## config.mk

```make
export PLATFORM = sky130hd
export DESIGN_NAME = serial_rx_lanes
export DESIGN_NICKNAME = d
export VERILOG_FILES = /design/src/rtl/serial_rx_lanes_pkg.sv /design/src/rtl/serial_sync.sv /design/src/rtl/serial_rx_lanes.sv
export SDC_FILE = /design/constraint.sdc
export NUM_CORES = 1
export LEC_CHECK = 0
export CORE_ASPECT_RATIO = 0.75
export CORE_MARGIN = 5
export CORE_UTILIZATION = 45
export CTS_BUF_LIST = sky130_fd_sc_hd__clkbuf_16
export CTS_CLUSTER_DIAMETER = 120
export DETAILED_ROUTE_END_ITERATION = 10
export GPL_TIMING_DRIVEN = 0
export PLACE_DENSITY = 0.66
export SLEW_MARGIN = 30
export SYNTH_ARGS = -nofsm -noshare
export SYNTH_HDL_FRONTEND = slang
export SYNTH_SLANG_ARGS = --single-unit
```

## constraint.sdc

```tcl
create_clock -name clk -period 10 [get_ports clk]
set_input_delay 2.5 -clock clk [delete_from_list [all_inputs] [get_ports clk]]
set_output_delay 2.5 -clock clk [all_outputs]
set_load 0.005 [all_outputs]
```

## src/rtl/serial_rx_lanes_pkg.sv

```systemverilog
// Shared types and default geometry for the multi-lane serial frame receiver.
package serial_rx_lanes_pkg;

  // Header lane beat 0 selects the frame kind.
  typedef enum logic {
    FRAME_DATA = 1'b0,
    FRAME_ACK  = 1'b1
  } frame_type_t;

  // Receiver FSM states; one serial beat moves the FSM by at most one state.
  typedef enum logic [1:0] {
    IDLE   = 2'd0,
    RECV   = 2'd1,
    PARITY = 2'd2,
    STOP   = 2'd3
  } rx_state_t;

  localparam int DEF_DATA_LANES  = 4;
  localparam int DEF_FRAME_BEATS = 8;
  localparam int DEF_SEQ_BITS    = 1;

endpackage

```

## src/rtl/serial_sync.sv

```systemverilog
// Two-flop synchroniser for the serial bundle. Bit 0 carries the serial
// clock; a third flop on it produces a one-cycle rising-edge strobe. The
// remaining bits are handed on synchronised so they can be sampled on that
// strobe. All flops come out of reset at 1, matching the idle line level.
module serial_sync #(
  parameter int N = 2
) (
  input  logic         clk,
  input  logic         rst,
  input  logic [N-1:0] d,
  output logic [N-1:1] q,
  output logic         rise
);

  logic [N-1:0] sync1;
  logic [N-1:0] sync2;
  logic         sync3;

  // Metastability chain plus the extra stage used for edge detection.
  always_ff @(posedge clk or posedge rst) begin
    if (rst) begin
      sync1 <= '1;
      sync2 <= '1;
      sync3 <= 1'b1;
    end else begin
      sync1 <= d;
      sync2 <= sync1;
      sync3 <= sync2[0];
    end
  end

  assign q    = sync2[N-1:1];
  assign rise = sync2[0] & ~sync3;

endmodule

```

## src/rtl/serial_rx_lanes.sv

```systemverilog
// Multi-lane serial frame receiver: deframes start/payload/parity/stop frames
// sampled on rising edges of an external serial clock, checks per-lane even
// parity, classifies DATA/ACK frames, drops duplicate DATA by sequence number
// and keeps wrap/saturate counters for debug displays.
//
// Output handshake: every *_valid / pulse output (payload_valid, ack_received,
// send_ack, frame_err) is a single-cycle strobe with no back-pressure; the
// associated data (payload, ack_seqNum, send_ack_seqNum, counters) is stable
// in the same cycle as the strobe and holds until the next update.
module serial_rx_lanes
  import serial_rx_lanes_pkg::*;
#(
  parameter int DATA_LANES     = DEF_DATA_LANES,
  parameter int FRAME_BEATS    = DEF_FRAME_BEATS,
  parameter int SEQ_BITS       = DEF_SEQ_BITS,
  parameter int CNT_BITS       = 4,
  parameter int ERR_BITS       = 4,
  parameter int TIMEOUT_CYCLES = 1024
) (
  input  logic                              clk,
  input  logic                              rst,
  input  logic                              game_active,
  input  logic                              serial_clk,
  input  logic                              serial_in_h,
  input  logic [DATA_LANES-1:0]             serial_in,
  output logic [DATA_LANES*FRAME_BEATS-1:0] payload,
  output logic                              payload_valid,
  output logic                              ack_received,
  output logic [SEQ_BITS-1:0]               ack_seqNum,
  output logic                              send_ack,
  output logic [SEQ_BITS-1:0]               send_ack_seqNum,
  output logic                              frame_err,
  output logic [CNT_BITS-1:0]               packets_received_cnt,
  output logic [ERR_BITS-1:0]               err_cnt
);

  localparam int PW = DATA_LANES * FRAME_BEATS;
  localparam int BW = (FRAME_BEATS > 2) ? $clog2(FRAME_BEATS) : 1;
  localparam int WW = (TIMEOUT_CYCLES > 2) ? $clog2(TIMEOUT_CYCLES) : 1;
  localparam int HW = SEQ_BITS + 1;

  // lanes[0] is the header lane, lanes[DATA_LANES:1] the data lanes.
  logic [DATA_LANES:0] lanes;
  logic                beat;

  serial_sync #(.N(DATA_LANES + 2)) u_sync (
    .clk  (clk),
    .rst  (rst),
    .d    ({serial_in, serial_in_h, serial_clk}),
    .q    (lanes),
    .rise (beat)
  );

  rx_state_t           rx_state;
  rx_state_t           rx_state_nxt;
  logic [BW-1:0]       beat_cnt;
  logic [PW-1:0]       data_sr;
  logic [HW-1:0]       hdr_sr;
  logic [DATA_LANES:0] par_acc;
  logic                par_err;
  logic [WW-1:0]       wd_q;
  logic                last_valid;
  logic [SEQ_BITS-1:0] last_seq;

  logic                last_beat;
  logic                timeout;
  logic                start_frame;
  logic                shift_en;
  logic                parity_en;
  logic                decide_en;

  frame_type_t         frame_type;
  logic [SEQ_BITS-1:0] frame_seq;
  logic                frame_bad;
  logic                seq_is_new;

  assign last_beat  = (beat_cnt == BW'(FRAME_BEATS - 1));
  assign timeout    = (rx_state != IDLE) && !beat && (wd_q == WW'(TIMEOUT_CYCLES - 1));
  assign frame_type = frame_type_t'(hdr_sr[SEQ_BITS]);
  assign frame_seq  = hdr_sr[SEQ_BITS-1:0];
  assign frame_bad  = !lanes[0] || par_err;
  assign seq_is_new = !last_valid || (frame_seq != last_seq);

  // FSM state register.
  always_ff @(posedge clk or posedge rst) begin
    if (rst) rx_state <= IDLE;
    else     rx_state <= rx_state_nxt;
  end

  // FSM next state: advances only on serial beats; the watchdog aborts to IDLE.
  always_comb begin
    rx_state_nxt = rx_state;
    if (timeout) begin
      rx_state_nxt = IDLE;
    end else if (beat) begin
      case (rx_state)
        IDLE:    if (!lanes[0]) rx_state_nxt = RECV;
        RECV:    if (last_beat) rx_state_nxt = PARITY;
        PARITY:  rx_state_nxt = STOP;
        STOP:    rx_state_nxt = IDLE;
        default: rx_state_nxt = IDLE;
      endcase
    end
  end

  // FSM outputs: per-state strobes that steer the datapath on a beat.
  always_comb begin
    start_frame = 1'b0;
    shift_en    = 1'b0;
    parity_en   = 1'b0;
    decide_en   = 1'b0;
    if (beat) begin
      case (rx_state)
        IDLE:    start_frame = !lanes[0];
        RECV:    shift_en    = 1'b1;
        PARITY:  parity_en   = 1'b1;
        STOP:    decide_en   = 1'b1;
        default: ;
      endcase
    end
  end

  // Frame capture: payload/header shift registers and running lane parity.
  always_ff @(posedge clk or posedge rst) begin
    if (rst) begin
      beat_cnt <= '0;
      data_sr  <= '0;
      hdr_sr   <= '0;
      par_acc  <= '0;
      par_err  <= 1'b0;
    end else if (start_frame) begin
      beat_cnt <= '0;
      par_acc  <= '0;
      par_err  <= 1'b0;
    end else if (shift_en) begin
      beat_cnt <= beat_cnt + 1'b1;
      data_sr  <= {data_sr[PW-DATA_LANES-1:0], lanes[DATA_LANES:1]};
      par_acc  <= par_acc ^ lanes;
      // Only type and sequence bits are kept; reserved header beats are ignored.
      if (int'(beat_cnt) <= SEQ_BITS) hdr_sr <= {hdr_sr[SEQ_BITS-1:0], lanes[0]};
    end else if (parity_en) begin
      par_err <= |(par_acc ^ lanes);
    end
  end

  // Watchdog: clk cycles since the last beat while a frame is in flight.
  always_ff @(posedge clk or posedge rst) begin
    if (rst)                                      wd_q <= '0;
    else if (rx_state == IDLE || beat || timeout) wd_q <= '0;
    else                                          wd_q <= wd_q + 1'b1;
  end

  // Frame decision and registered outputs, one clk after the stop beat.
  always_ff @(posedge clk or posedge rst) begin
    if (rst) begin
      payload              <= '0;
      payload_valid        <= 1'b0;
      ack_received         <= 1'b0;
      ack_seqNum           <= '0;
      send_ack             <= 1'b0;
      send_ack_seqNum      <= '0;
      frame_err            <= 1'b0;
      packets_received_cnt <= '0;
      err_cnt              <= '0;
      last_valid           <= 1'b0;
      last_seq             <= '0;
    end else begin
      payload_valid <= 1'b0;
      ack_received  <= 1'b0;
      send_ack      <= 1'b0;
      frame_err     <= 1'b0;
      if (timeout || (decide_en && frame_bad)) begin
        frame_err <= 1'b1;
        if (err_cnt != '1) err_cnt <= err_cnt + 1'b1;
      end else if (decide_en && game_active) begin
        if (frame_type == FRAME_ACK) begin
          ack_received <= 1'b1;
          ack_seqNum   <= frame_seq;
        end else begin
          send_ack        <= 1'b1;
          send_ack_seqNum <= frame_seq;
          if (seq_is_new) begin
            payload              <= data_sr;
            payload_valid        <= 1'b1;
            packets_received_cnt <= packets_received_cnt + 1'b1;
            last_seq             <= frame_seq;
            last_valid           <= 1'b1;
          end
        end
      end
    end
  end

endmodule
```

# Yosys cells after proc, flatten, opt, wreduce, memory -nomap -nowiden

Cells that the tools add are included.

Bits in registers: 116
Logic and storage cells: 100
Output and inout port bits: 46

Reduce and logical (&&, ||, !) cells: 26
Bitwise gates (word level): 6
Equality and inequality tests: 10
Add/subtract/negate cells: 4
Multiplexer cells: 32
Order comparisons: 1

Operators by type and width:

| kind                                                                   | number |
|---|---|
| 1-bit two-way mux                                                      | 22 |
| 3-bit AND reduction                                                    | 4 |
| 10-bit by 1-bit adder with 10-bit output (second input constant)       | 1 |
| 10-bit == test (second input constant)                                 | 1 |
| 10-bit two-way mux                                                     | 1 |
| 5-bit two-way mux                                                      | 2 |
| 4-bit by 1-bit adder with 4-bit output (second input constant)         | 2 |
| 2-bit two-way mux                                                      | 4 |
| 2-bit case mux with 4 select lines                                     | 1 |
| 2-bit nonzero test                                                     | 4 |
| 3-bit two-way mux                                                      | 2 |
| 3-bit != test (second input constant)                                  | 2 |
| 2-bit AND reduction                                                    | 3 |
| 1-bit logical OR                                                       | 5 |
| 5-bit OR reduction                                                     | 1 |
| 5-bit XOR                                                              | 1 |
| 2-bit == test (second input constant)                                  | 2 |
| 1-bit logical AND                                                      | 4 |
| 4-bit != test (second input constant)                                  | 1 |
| 1-bit inverter                                                         | 4 |
| 4-bit AND reduction                                                    | 1 |
| 3-bit by 1-bit adder with 3-bit output (second input constant)         | 1 |
| 3-bit == test (second input constant)                                  | 1 |
| 3-bit by 1-bit <= comparator with 1-bit output (second input constant) | 1 |
| 6 further kinds                                                        | 8 |

# Longest topological paths before layout

Depth in word-level cells: 8
Mapped depth: 8

# Cells and area by module

Synthesis repeated with hierarchy kept, for this count alone.

Cells, all modules: 382
Area total of the unflattened synthesis: 4,650.7 um^2

Modules (own cells, without submodules):

| module          | area each (um^2) | sequential area each (um^2) | instances | cells each |
|---|---|---|---|---|
| serial_rx_lanes | 4,254.1          | 2,577.5                     | 1         | 362 |
| serial_sync     | 396.6            | 341.6                       | 1         | 20 |

# Worst setup path before layout

OpenSTA, ideal clock, no wires.

Path kind: input to register
Start point: input port game_active
End point: register payload[10]
Cell stages on the path: 6
Required time: 9.875 ns
Path slack: 6.164 ns
Setup time: 0.125 ns
Data arrival time: 3.712 ns
Cells stage by stage: nand2_2 nor4_4 a21boi_4 buf_12 buf_8 mux2_2

Longest elaborated chain between the ends: 2

RTL lines:

| what                          | line                   | text |
|---|---|---|
| start: declaration            | serial_rx_lanes.sv:22  | `input logic game_active,` |
| 1-bit logical AND             | serial_rx_lanes.sv:175 | `end else if (decide_en && game_active) begin` |
| 4-bit AND reduction (no line) | n/a                    |  |
| end signal: assignment        | serial_rx_lanes.sv:183 | `payload <= data_sr;` |
| end: declaration              | serial_rx_lanes.sv:26  | `output logic [DATA_LANES*FRAME_BEATS-1:0] payload,` |

No other way between the ends.
A chain may end at the register's enable or synchronous reset.

# Worst setup path after layout

Start point: input port game_active
End point: register payload[11]

The elaborated chain is that of the path after synthesis.

==> results.toml <==
[setup_path]
cp_slowest_stage_delay_ps = 490
r2r-end = "payload[11]"
path_max_fanout = 10
cp_cell_sequence = "clkdlybuf4s50_1, nand2_2, nor4_4, a21boi_4, buf_12, buf_8, mux2_2"
critPathRequiredTime_ps = 10290
rr_worst_depth = 7
cpMaxStageDelayCell = "clkdlybuf4s50_1"
path_buf_inv = 3
critPathLaunch = "game_active"
arrival_ps = 4410
rr_startpoint = "rx_state[0]"
startpoint_type = "input pin"
path_class = "input pin to register"
critical_path.endpoint_type = "register"
crit_family = "buffers and inverters"
reg2reg_slack_ps = 7850

[yosys]
yosys-top-cells-area = "dfrtp_1, mux2_2, nand2_1"
synth_xor_area_frac = 0.03348
synth_edf_count = 0
yosys.area_share.simple = 0.1508
synthArstFlopShare = 1.000
synthMuxAreaShare = 0.09400
synth_most_common_cell = "nand2_1"
seq_area_frac_synth = 0.6248
yosys.area.top_type = "dfrtp_1"
netlist_instances = 390
yosysTopAreaCellShare = 0.5517
syn_area_per_cell_um2 = 11.98
syn_nets = 410
synth_cell_types = 41
synthTopCellsByCount = "nand2_1, dfrtp_1, mux2_2, nor2_1, o21ai_0"
ys_ff_latch = 116
yosysWarnings = 0
synth_compound_area_frac = 0.03749
synth_fa_ha_area_frac = 0.02946
netlist_area_um2 = 4672
ys.flop_type = "dfrtp_1"
synth_top_family_by_area = "simple AND/OR/NAND/NOR gates"

[timing]
hold_viol_final = 0
finalSetupViolCount = 0
rsz0062_at_grt = "false"
finalClockSkew_ps = 8.896
relSlewSlack = 0.5767
tns_ps = 0
fmax_mhz = 243.0
layout_min_cycle_time_ps = 4115
post-route-period-util = 0.4115
worstMarginPinSlew_ps = 630.7
slew_viol_final = 0

[floorplanning]
die_area_um2 = 12540
io_pins = 55
initial_utilization = 0.4576
core_region_area_um2 = 10210
die_h_um = 98.24
die_x_um = 127.7
rows = 32

[place]
dp_hpwl_mm = 5.815
numPortBuffers = 54
gp_congestion = 0.7191

[worst_hold_path]
holdPathStages = 0
worstHoldStart = "u_sync.sync1[3]"
min_path_type = "register to register"
whs_endpoint = "u_sync.sync2[3]"

[clock_tree]
clkSinkCount = 116
clk_latency_ps = 420
cts.clk_slew.worst_paths_ps = 50
postCtsSetupBuffers = 0
cts_tree = "done"
cts_buffers = 17
ctsHoldBuffers = 0
cts_root_buffer = "clkbuf_16"
cts-htree-levels = 4
cts.repair.resized = 0
clock_path_buffers = 2

[routing]
viasPerCell = 4.876
drt_iter0_drc = 188
first_pass_iters = 5
vias = 2989
postRouteAntennaNets = 0
drc = 0
routed_wl_mm = 8.684
wl_per_cell_um = 14.17

[job]
drv_cap = 0

[run_status]
status = "finished, final reports clean"

[power]
power_density_nw_per_um2 = 245.4
finalPower_mw = 1.475
ir_drop_v = 0.0001509
p_leak_nw = 2.906

[global_routing]
grt_max_degree = 90
overflow = 0
grt_first_pass_wirelength_mm = 14.97
grt_pass1_vias = 3074
grt_usage = 0.1505
grt_antenna_before_repair = 0

[cells_and_area]
syn_to_final_growth_pct = 28.68
diodes = 0
num-fill-cells = 838
drive_above_1_share = 0.1992
nNetsFinal = 484
## metrics by stage
| stage | area [um^2] | hold slack [ps] | instances | setup slack (ps) | utilization |
|---|---|---|---|---|---|
| floorplan | 4672 | 345.2 | 390 | 4449 | - |
| global placement | 5383 | 346.1 | 580 | 2827 | 0.5272 |
| detailed placement | 5418 | 346.8 | 581 | 5448 | 0.5306 |
| CTS | 6012 | 354.4 | 613 | 5870 | 0.5888 |
| global route | 6012 | 356.7 | 613 | 5792 | 0.5888 |
| finish | 6012 | 353.6 | 613 | 5885 | 0.5888 |
## sequential cells by signal, summed over array words and instances, names as in the netlist, 3 cells and up
register / flops
beat_cnt: 3
data_sr: 32
err_cnt: 4
packets_received_cnt: 4
par_acc: 5
payload: 32
u_sync.sync1: 6
u_sync.sync2: 6
wd_q: 10
## where the power goes
| group | total (mW) | switching (mW) | leakage (nW) | internal [mW] |
|---|---|---|---|---|
| registers | 0.639 | 0.0786 | 1.54 | 0.561 |
| logic | 0.225 | 0.112 | 1.08 | 0.113 |
| clock network | 0.611 | 0.203 | 0.289 | 0.408 |
| total | 1.48 | 0.394 | 2.91 | 1.08 |
## logic make-up (layout without fill, tap and decap cells)
logic type	after synthesis	in the layout
buffers and inverters	21	108
DFF	116	116
muxes	39	39
and+or+nand+nor	158	158
AOI/OAI and AO/OA	28	28
adders and majority gates	11	11
xor gates and xnor gates	17	17
## area by class of cell
cell class | instances | area (um^2) | area share
Clock inverter | 15 | 168.9 | 0.02810
Inverter | 8 | 37.54 | 0.006243
Multi-Input combinational cell | 253 | 1613 | 0.2683
Buffer | 13 | 110.1 | 0.01831
Sequential cell | 116 | 2919 | 0.4855
Clock buffer | 17 | 425.4 | 0.07076
Timing Repair Buffer | 55 | 568.0 | 0.09448
Tap cell | 136 | 170.2 | 0.02830
## placed cells by master, fill, tap and decap left out, types with 2 or more instances in the layout
master	instances
a21oi_1	4
and3_1	4
buf_12	2
buf_2	2
buf_8	2
bufinv_16	4
clkbuf_1	6
clkbuf_16	17
clkdlybuf4s50_1	54
clkinv_1	7
clkinv_2	3
dfrtp_1	103
dfstp_2	13
ha_1	11
inv_1	7
mux2_2	39
nand2_1	108
nand2b_1	3
nand3_1	8
nor2_1	18
nor2b_1	3
nor3_1	2
o21ai_0	16
or3_1	2
xnor2_1	8
xor2_1	8
## layer usage
layer  global-route usage  routed length (um)  vias up
met2               0.2159                3931       63
met4              0.06770                 138        0
li1                     -                   -     1436
met1               0.2056                4230     1477
met3              0.05358                 384       13
met5                    0                   0        -
## worst max-delay path by stage
stage          cells after the start  slack (ps)            to
2_1_floorplan                      1        4450  ack_received
3_3_place_gp                       2        2830    payload[8]
3_5_place_dp                       7        5450   payload[15]
4_1_cts                            7        5870   payload[18]
5_1_grt                            7        5790    payload[1]
6_report                           7        5890   payload[11]
Power figures use the tool's default switching activity.
